### config.mk
export PLATFORM = sky130hd
export DESIGN_NAME = arb_requester
export DESIGN_NICKNAME = d
export VERILOG_FILES = /design/src/rtl/arb_requester.sv
export SDC_FILE = /design/constraint.sdc
export NUM_CORES = 1
export LEC_CHECK = 0
export ABC_AREA = 1
export ABC_CLOCK_PERIOD_IN_PS = 3600
export BUFFER_PORTS_ARGS = -buffer_cell sky130_fd_sc_hd__buf_4
export CORE_MARGIN = 2
export CORE_UTILIZATION = 50
export CTS_BUF_LIST = sky130_fd_sc_hd__clkbuf_4 sky130_fd_sc_hd__clkbuf_8
export DETAILED_ROUTE_END_ITERATION = 6
export PLACE_DENSITY = 0.74
export SETUP_SLACK_MARGIN = 0.3
export SLEW_MARGIN = 20
export SYNTH_ARGS = -nofsm -noshare
export SYNTH_HDL_FRONTEND = slang
export SYNTH_SLANG_ARGS = --single-unit
### constraint.sdc
create_clock -name clk -period 3.6 [get_ports clk]
set_input_delay 0.72 -clock clk [delete_from_list [all_inputs] [get_ports clk]]
set_output_delay 0.72 -clock clk [all_outputs]
set_load 0.02 [all_outputs]
### src/rtl/arb_requester.sv
// arb_requester: requester-side agent for an eight-way round-robin arbiter.
// Queues burst commands, requests the bus, holds lock while the burst runs,
// and releases lock on the final acknowledged beat so priority can rotate.
// Optional watchdog abort is compiled in with `define ARB_REQ_TIMEOUT_EN.
module arb_requester #(
    parameter int DEPTH   = 4,
    parameter int AW      = 32,
    parameter int TIMEOUT = 255
) (
    input  logic          clk,
    input  logic          rst,
    input  logic          ce,
    input  logic          cmd_valid,
    output logic          cmd_ready,
    input  logic [AW-1:0] cmd_adr,
    input  logic [2:0]    cmd_len,
    output logic          req,
    input  logic          sel,
    output logic          lock,
    output logic          bus_cyc,
    output logic          bus_stb,
    output logic [AW-1:0] bus_adr,
    input  logic          bus_ack,
    output logic          busy,
    output logic          err
);

    localparam int PW = $clog2(DEPTH);
    localparam int CW = PW + 1;

    typedef enum logic [1:0] {
        IDLE = 2'd0,
        REQ  = 2'd1,
        XFER = 2'd2,
        REL  = 2'd3
    } state_t;

    state_t          state_reg, state_next;

    logic [PW-1:0]   wr_ptr_reg, rd_ptr_reg;
    logic [CW-1:0]   count_reg;
    logic [AW-1:0]   adr_mem [DEPTH];
    logic [2:0]      len_mem [DEPTH];

    logic [AW-1:0]   head_adr;
    logic [2:0]      head_len;
    logic [AW-1:0]   bus_adr_reg;
    logic [2:0]      beat_reg;

    logic            push;
    logic            pop;
    logic            last_ack;
    logic            abort;
    logic            grant_taken;
    logic            in_xfer;
    logic            count_nz;

    // FIFO flow control is based on the registered count only, so a full
    // FIFO never accepts a push in the same cycle as a pop.
    assign cmd_ready   = (count_reg < CW'(DEPTH));
    assign push        = cmd_valid & cmd_ready;
    assign count_nz    = (count_reg != '0);
    assign in_xfer     = (state_reg == XFER);
    assign last_ack    = in_xfer & bus_ack & (beat_reg == 3'd0);
    assign pop         = last_ack | abort;
    assign grant_taken = (state_reg == REQ) & sel;
    assign head_adr    = adr_mem[rd_ptr_reg];
    assign head_len    = len_mem[rd_ptr_reg];

    // Command storage: written on push, no reset needed since pointers guard it.
    always_ff @(posedge clk) begin
        if (push) begin
            adr_mem[wr_ptr_reg] <= cmd_adr;
            len_mem[wr_ptr_reg] <= cmd_len;
        end
    end

    // FIFO pointers and occupancy; reset discards any queued commands.
    always_ff @(posedge clk or negedge rst) begin
        if (!rst) begin
            wr_ptr_reg <= '0;
            rd_ptr_reg <= '0;
            count_reg  <= '0;
        end else begin
            if (push) begin
                wr_ptr_reg <= wr_ptr_reg + PW'(1);
            end
            if (pop) begin
                rd_ptr_reg <= rd_ptr_reg + PW'(1);
            end
            case ({push, pop})
                2'b10:   count_reg <= count_reg + CW'(1);
                2'b01:   count_reg <= count_reg - CW'(1);
                default: count_reg <= count_reg;
            endcase
        end
    end

    // State register.
    always_ff @(posedge clk or negedge rst) begin
        if (!rst) begin
            state_reg <= IDLE;
        end else begin
            state_reg <= state_next;
        end
    end

    // Next-state logic; REL waits for a ce cycle so the arbiter has
    // re-registered sel and a stale grant is never reused.
    always_comb begin
        state_next = state_reg;
        case (state_reg)
            IDLE: begin
                if (count_nz) begin
                    state_next = REQ;
                end
            end
            REQ: begin
                if (sel) begin
                    state_next = XFER;
                end
            end
            XFER: begin
                if (pop) begin
                    state_next = REL;
                end
            end
            REL: begin
                if (ce) begin
                    state_next = count_nz ? REQ : IDLE;
                end
            end
            default: state_next = IDLE;
        endcase
    end

    // Beat address and remaining-beat counter: loaded on grant, stepped per ack.
    always_ff @(posedge clk or negedge rst) begin
        if (!rst) begin
            bus_adr_reg <= '0;
            beat_reg    <= '0;
        end else if (grant_taken) begin
            bus_adr_reg <= head_adr;
            beat_reg    <= head_len;
        end else if (in_xfer && bus_ack) begin
            bus_adr_reg <= bus_adr_reg + AW'(1);
            beat_reg    <= beat_reg - 3'd1;
        end
    end

`ifdef ARB_REQ_TIMEOUT_EN
    // Watchdog: the abort fires in the stalled cycle whose increment would
    // reach TIMEOUT, so err/lock/bus_cyc change in that same cycle.
    localparam logic [7:0] WD_LIMIT = 8'(TIMEOUT - 1);

    logic [7:0] wd_reg;
    logic       err_reg;

    assign abort = in_xfer & ~bus_ack & (wd_reg == WD_LIMIT);
    assign err   = err_reg | abort;

    // Stall counter: cleared on XFER entry and on every ack.
    always_ff @(posedge clk or negedge rst) begin
        if (!rst) begin
            wd_reg <= '0;
        end else if (grant_taken) begin
            wd_reg <= '0;
        end else if (in_xfer) begin
            wd_reg <= bus_ack ? 8'd0 : wd_reg + 8'd1;
        end
    end

    // Sticky abort flag; only reset clears it.
    always_ff @(posedge clk or negedge rst) begin
        if (!rst) begin
            err_reg <= 1'b0;
        end else if (abort) begin
            err_reg <= 1'b1;
        end
    end
`else
    logic unused_timeout;

    assign abort          = 1'b0;
    assign err            = 1'b0;
    assign unused_timeout = (TIMEOUT != 0);
`endif

    // Outputs decode straight from state so reset drops them immediately.
    always_comb begin
        req     = (state_reg == REQ) | in_xfer | ((state_reg == REL) & count_nz);
        bus_cyc = in_xfer & ~abort;
        bus_stb = in_xfer & ~abort;
        lock    = sel & ((state_reg == REQ) | (in_xfer & ~last_ack & ~abort));
        busy    = (state_reg != IDLE);
        bus_adr = bus_adr_reg;
    end

endmodule

==> results of run 1 <==
## placed cells by master (no fill, tap or decap), drive strengths merged
| cell | n |
|---|---|
| xor2 | 4 |
| ha | 13 |
| nor3 | 1 |
| nand2 | 187 |
| a22oi | 1 |
| a211oi | 3 |
| nand3b | 6 |
| and2 | 1 |
| edfxtp | 140 |
| clkbuf | 17 |
| nand4 | 1 |
| conb | 1 |
| nand3 | 61 |
| clkinvlp | 4 |
| nor2 | 146 |
| clkinv | 5 |
| xnor2 | 2 |
| buf | 89 |
| inv | 73 |
| o211ai | 2 |
| o21bai | 1 |
| o21ai | 80 |
| o22ai | 15 |
| dfrtp | 44 |
| fa | 1 |
| a21oi | 44 |
## final cells by class
type                    count  area (um2)
clock inverters            14       117.6
well taps                 220       275.3
inverters                  68       255.2
repair buffers             89       680.7
flip-flops and latches    184        5306
clock buffers              17       234.0
fillers                  1411        6950
multi-input cells         570        2823
## through the flow
| step | setup WS (ns) | hold slack (ns) | total power [W] |
|---|---|---|---|
| after floorplan | 0.7851 | 0.4244 | 0.004905 |
| after global placement | 1.035 | 0.4623 | 0.005866 |
| after detailed placement | 0.9705 | 0.4642 | 0.005921 |
| after CTS | 0.6281 | 0.2465 | 0.007165 |
| after global routing | 0.4705 | 0.2695 | 0.007650 |
| final | 0.6458 | 0.2511 | 0.007152 |
## worst max-delay path: stages, from the launching register on
cell	delay, ns
dfrtp_1	0.43
inv_1	0.15
ha_1	0.25
nand2_1	0.24
nor2_1	0.30
nor2_1	0.09
nand2_1	0.06
nand2_1	0.05
buf_4	0.19
## cell families (layout without fill, tap and decap cells)
kind of cell / count (synthesis) / count (layout) / share of synthesized area [%]
XOR/XNOR: 6 / 6 / 0.6160
buffers and inverters: 104 / 188 / 5.075
adder cells (fa/ha/maj): 14 / 14 / 2.141
AO/OA/AOI/OAI: 146 / 146 / 9.167
other: 1 / 1 / 0.04396
flip-flops: 184 / 184 / 62.19
AND/OR/NAND/NOR: 403 / 403 / 20.77
## worst max-delay path by stage
stage | to | cells past startpoint | slack, ns | from
after floorplan | adr_mem[0][0] | 2 | 0.79 | cmd_valid
after detailed placement | bus_adr[20] | 8 | 0.97 | sel
after global placement | bus_adr[20] | 8 | 1.03 | sel
after CTS | lock | 8 | 0.63 | state_reg[0]
final | lock | 8 | 0.65 | state_reg[0]
after global routing | lock | 8 | 0.47 | state_reg[0]
## routing by layer
layer,part of all wire [%],up-vias,global-route usage (%)
met4,1.6,0,7.018
met5,0,-,0
met3,5.4,23,3.904
li1,-,3030,-
met2,46,188,32.88
met1,47,2947,32.40
## report_power, final
group | internal [W] | switching [W]
Clock | 0.000490 | 0.000764
Combinational | 0.00101 | 0.00200
Sequential | 0.00256 | 0.000325
==> flow_metrics.py, run 1 <==
metrics = {
    "detailed_routing": {
        "drt-total-wl_um": 18790,
        "drc": 0,
        "first_pass_iters": 5,
        "wl_per_cell_um": 16.17,
        "drtAntennaViolNets": 0,
        "num_vias": 6188,
        "drtIter0Drc": 647,
        "viasPerCell": 5.325,
    },
    "sta": {
        "final.setup.tns_ns": 0,
        "period_minus_slack_ns": 2.954,
        "fmax_mhz": 338.5,
        "hold_viol": 0,
        "skew_ns": 0.01858,
        "finalSetupViolations": 0,
        "worst_pin_slew_ns": 0.8398,
        "max_slew_margin_pct": 43.88,
        "period_share_pct": 82.06,
        "drv_slew": 0,
        "rsz0062_at_grt": "false",
    },
    "synth": {
        "synth_area_um2": 8531,
        "syn_inst": 858,
        "netlist.area_leader.share_pct": 49.28,
        "synth_flop_cell": "edfxtp_1",
        "synth.most_common_cell": "nand2_1",
        "synth_edf_count": 140,
        "async_reset_ff_share_pct": 23.91,
        "synth_seq_cells": 184,
        "synth_nets": 913,
        "yosys.cell_types.count": 36,
        "ys_warn_count": 0,
        "yosys-top-cells-count": "nand2_1, edfxtp_1, nor2_1",
        "synth_top_area_cell": "edfxtp_1",
        "yosysSeqAreaShare_pct": 62.19,
        "yosys-top-cells-area": "edfxtp_1, dfrtp_1, nand2_1, nor2_1, o21ai_0",
        "syn_avg_cell_area_um2": 9.943,
    },
    "worst_setup_path": {
        "worst-path-max-fanout": 7,
        "r2r_cells": 9,
        "reg2reg_slack_ns": 1.00,
        "timing.rr.start": "state_reg[1]",
        "required_ns": 2.88,
        "worstReg2RegEnd": "bus_adr[20]",
        "worst_setup_path_start_kind": "flop",
        "crit_arrival_ns": 2.23,
        "worstSetupPathType": "flop to output pin",
        "endpoint_kind": "output pin",
    },
    "die": {
        "die_area_um2": 18120,
        "die-width_um": 134.6,
        "initial_core_util_pct": 51.26,
        "core_area_um2": 16640,
        "die_h_um": 134.6,
        "ioPinCount": 80,
        "core.rowCount": 47,
    },
    "clock_tree": {
        "cts_buffers": 17,
        "root_buffer": "clkbuf_8",
        "post-cts-setup-buffers": 0,
        "tritoncts": "yes",
        "cts_resized": 0,
        "cts_max_level": 4,
        "cts.sinks": 184,
        "worstSkewPairLatency_ns": 0.48,
        "clk_path_buf_depth": 2,
        "clk_pin_slew_ns": 0.10,
        "cts_hold_buf": 0,
    },
    "finish": {
        "instances_no_fill": 1162,
        "n_antenna_cell": 0,
        "stdcell_area_um2": 9692,
        "largest_register_ffs": 128,
        "fin_util_pct": 58.24,
        "drive_gt1_share_pct": 16.88,
        "syn_to_final_growth_pct": 13.61,
        "nNetsFinal": 985,
    },
    "global_route": {
        "antenna_found_initial": 0,
        "overflow": 0,
        "grt_max_degree": 74,
        "grt_pass1_wl_um": 30100,
        "track_usage_pct": 21.83,
        "grt_pass1_vias": 5621,
    },
    "worst_hold_path": {
        "hp-class": "input pin to asynchronous set/reset pin",
    },
    "placement": {
        "dp_cells": 1131,
        "dp_hpwl_um": 12230,
        "portBuffers": 78,
        "placed_cell_area_um2": 9340,
        "place.gp.congestion": 0.8367,
    },
    "run_status": {
        "outcome": "finished, final reports clean",
    },
    "pwr": {
        "ir_drop_uv": 318.3,
        "pwr_density_cell_nw_per_um2": 738.0,
        "p_leak_nw": 3.951,
    },
    "job": {
        "max-cap-violations": 0,
    },
}
No activity file was read; power rests on OpenSTA's default activity.
==> run 2: changes to the inputs <==
Settings changed: ABC_CLOCK_PERIOD_IN_PS 3600 to 2800.
Clock period 3.6 ns to 2.8 ns, I/O delays scaled along.
==> flow_metrics.py, run 2 (synthesized netlist as in run 1, its figures left out) <==
metrics = {
    "clock_tree": {
        "cts_hold_buf": 0,
        "clk_pin_slew_ns": 0.09,
        "cts_max_level": 4,
        "clk_path_buf_depth": 2,
        "root_buffer": "clkbuf_8",
        "cts_buffers": 17,
        "tritoncts": "yes",
        "cts.sinks": 184,
        "worstSkewPairLatency_ns": 0.45,
    },
    "worst_hold_path": {
        "hp-class": "input pin to asynchronous set/reset pin",
    },
    "finish": {
        "final_common_cell": "nand2_1",
        "largest_register_ffs": 128,
        "syn_to_final_growth_pct": 14.54,
        "nFillCells": 1371,
        "drive_gt1_share_pct": 17.60,
        "most-common-layout-cells": "nand2_1, edfxtp_1, nor2_1",
        "nNetsFinal": 991,
        "instances_no_fill": 1169,
        "n_antenna_cell": 0,
    },
    "die": {
        "die-width_um": 134.6,
        "core_area_um2": 16640,
        "initial_core_util_pct": 51.26,
        "core.rowCount": 47,
        "ioPinCount": 80,
        "die_area_um2": 18120,
        "die_h_um": 134.6,
    },
    "detailed_routing": {
        "drtAntennaViolNets": 0,
        "drt-total-wl_um": 18670,
        "viasPerCell": 5.288,
        "first_pass_iters": 5,
        "num_vias": 6182,
        "wl_per_cell_um": 15.97,
        "drc": 0,
        "drtIter0Drc": 503,
    },
    "worst_setup_path": {
        "max_stage_delay_ns": 0.44,
        "crit_chain": "inv_1, ha_1, nand2_1, nand2_1, buf_4",
        "worst-path-max-fanout": 9,
        "worstSetupPathType": "flop to output pin",
        "crit_arrival_ns": 1.77,
        "required_ns": 2.24,
        "crit_top_cell": "nand2_1",
        "cp_slowest_cell": "dfrtp_1",
        "endpoint_kind": "output pin",
        "worst_setup_path_start_kind": "flop",
    },
    "placement": {
        "dp_cells": 1136,
        "dp_hpwl_um": 12670,
        "place.gp.congestion": 0.8443,
        "portBuffers": 78,
    },
    "global_route": {
        "met2_usage_pct": 33.45,
        "antenna_found_initial": 0,
        "grt_pass1_wl_um": 30380,
        "grt.met1_usage_pct": 31.45,
        "track_usage_pct": 21.86,
        "met3_usage_pct": 3.979,
        "grt_pass1_vias": 5864,
        "overflow": 0,
        "busiest_layer": "met2",
        "grt_max_degree": 45,
    },
    "pwr": {
        "p_leak_nw": 3.987,
        "pwr_density_cell_nw_per_um2": 950.7,
        "power.total_w": 0.009289,
        "ir_drop_uv": 453.3,
    },
    "job": {
        "max-cap-violations": 0,
    },
    "sta": {
        "period_minus_slack_ns": 2.334,
        "hold_viol": 0,
        "fmax_mhz": 428.5,
        "period_share_pct": 83.35,
        "rsz0062_at_grt": "false",
        "worst_pin_slew_ns": 0.6595,
        "skew_ns": 0.01154,
        "drv_slew": 0,
        "finalSetupViolations": 0,
        "final.setup.tns_ns": 0,
        "max_slew_margin_pct": 55.97,
    },
    "run_status": {
        "outcome": "finished, final reports clean",
    },
}
[run 2: final cells by class]
type	count	area (um2)	share of cell area (%)
Sequential cell	184	5306	54.31
Clock inverter	10	103.9	1.063
Clock buffer	22	271.5	2.779
Timing Repair Buffer	95	725.7	7.427
Multi-Input combinational cell	570	2833	28.99
Tap cell	220	275.3	2.817
Inverter	68	255.2	2.612
[run 2: layer usage]
layer	share of wire, %	vias to the layer above
li1	-	3033
met4	2.5	0
met3	6.9	36
met5	0	-
met1	45	2917
met2	46	196
[run 2: final timing paths]
kind	from	end	slack, ns	depth (start not counted)
max reg2reg	state_reg[1]	bus_adr[20]	0.67	9
max in group asynchronous	rst	rd_ptr_reg[0]	2.26	1
min	rst	bus_adr[25]	0.11	1
min reg2reg	count_reg[0]	count_reg[0]	0.49	1
max	state_reg[1]	lock	0.47	5
min in group clk	cmd_adr[19]	adr_mem[2][19]	0.30	1
[run 2: critical path: cells and delay by family, from the launching register on]
kind	cells	cell delay (ns)
fa+ha+maj	1	0.22
buf+inv	2	0.28
flops	1	0.44
simple gates	2	0.39
[run 2: what timing repair did]
action / CTS / global route
setup endpoints to repair: 1 / 1
gates resized for setup: 1 / 3
buffers inserted: 0 / 1
pin swaps: 0 / 0
endpoints found under the hold margin: 0 / 0
[run 2: per-stage QoR]
stage	hold WS [ns]	cell area (um2)	util [%]	worst slack, ns
floorplan	0.2644	8531	-	0.09732
global placement	0.4646	9378	56.35	0.6304
detailed placement	0.4795	9378	56.35	0.5598
CTS	0.1148	9756	58.62	0.3351
global route	0.1389	9771	58.71	0.3131
finish	0.1083	9771	58.71	0.4661
[run 2: power by group]
group | switching, W | internal, W
Combinational | 0.00252 | 0.00134
Sequential | 0.000446 | 0.00329
Clock | 0.000863 | 0.000827
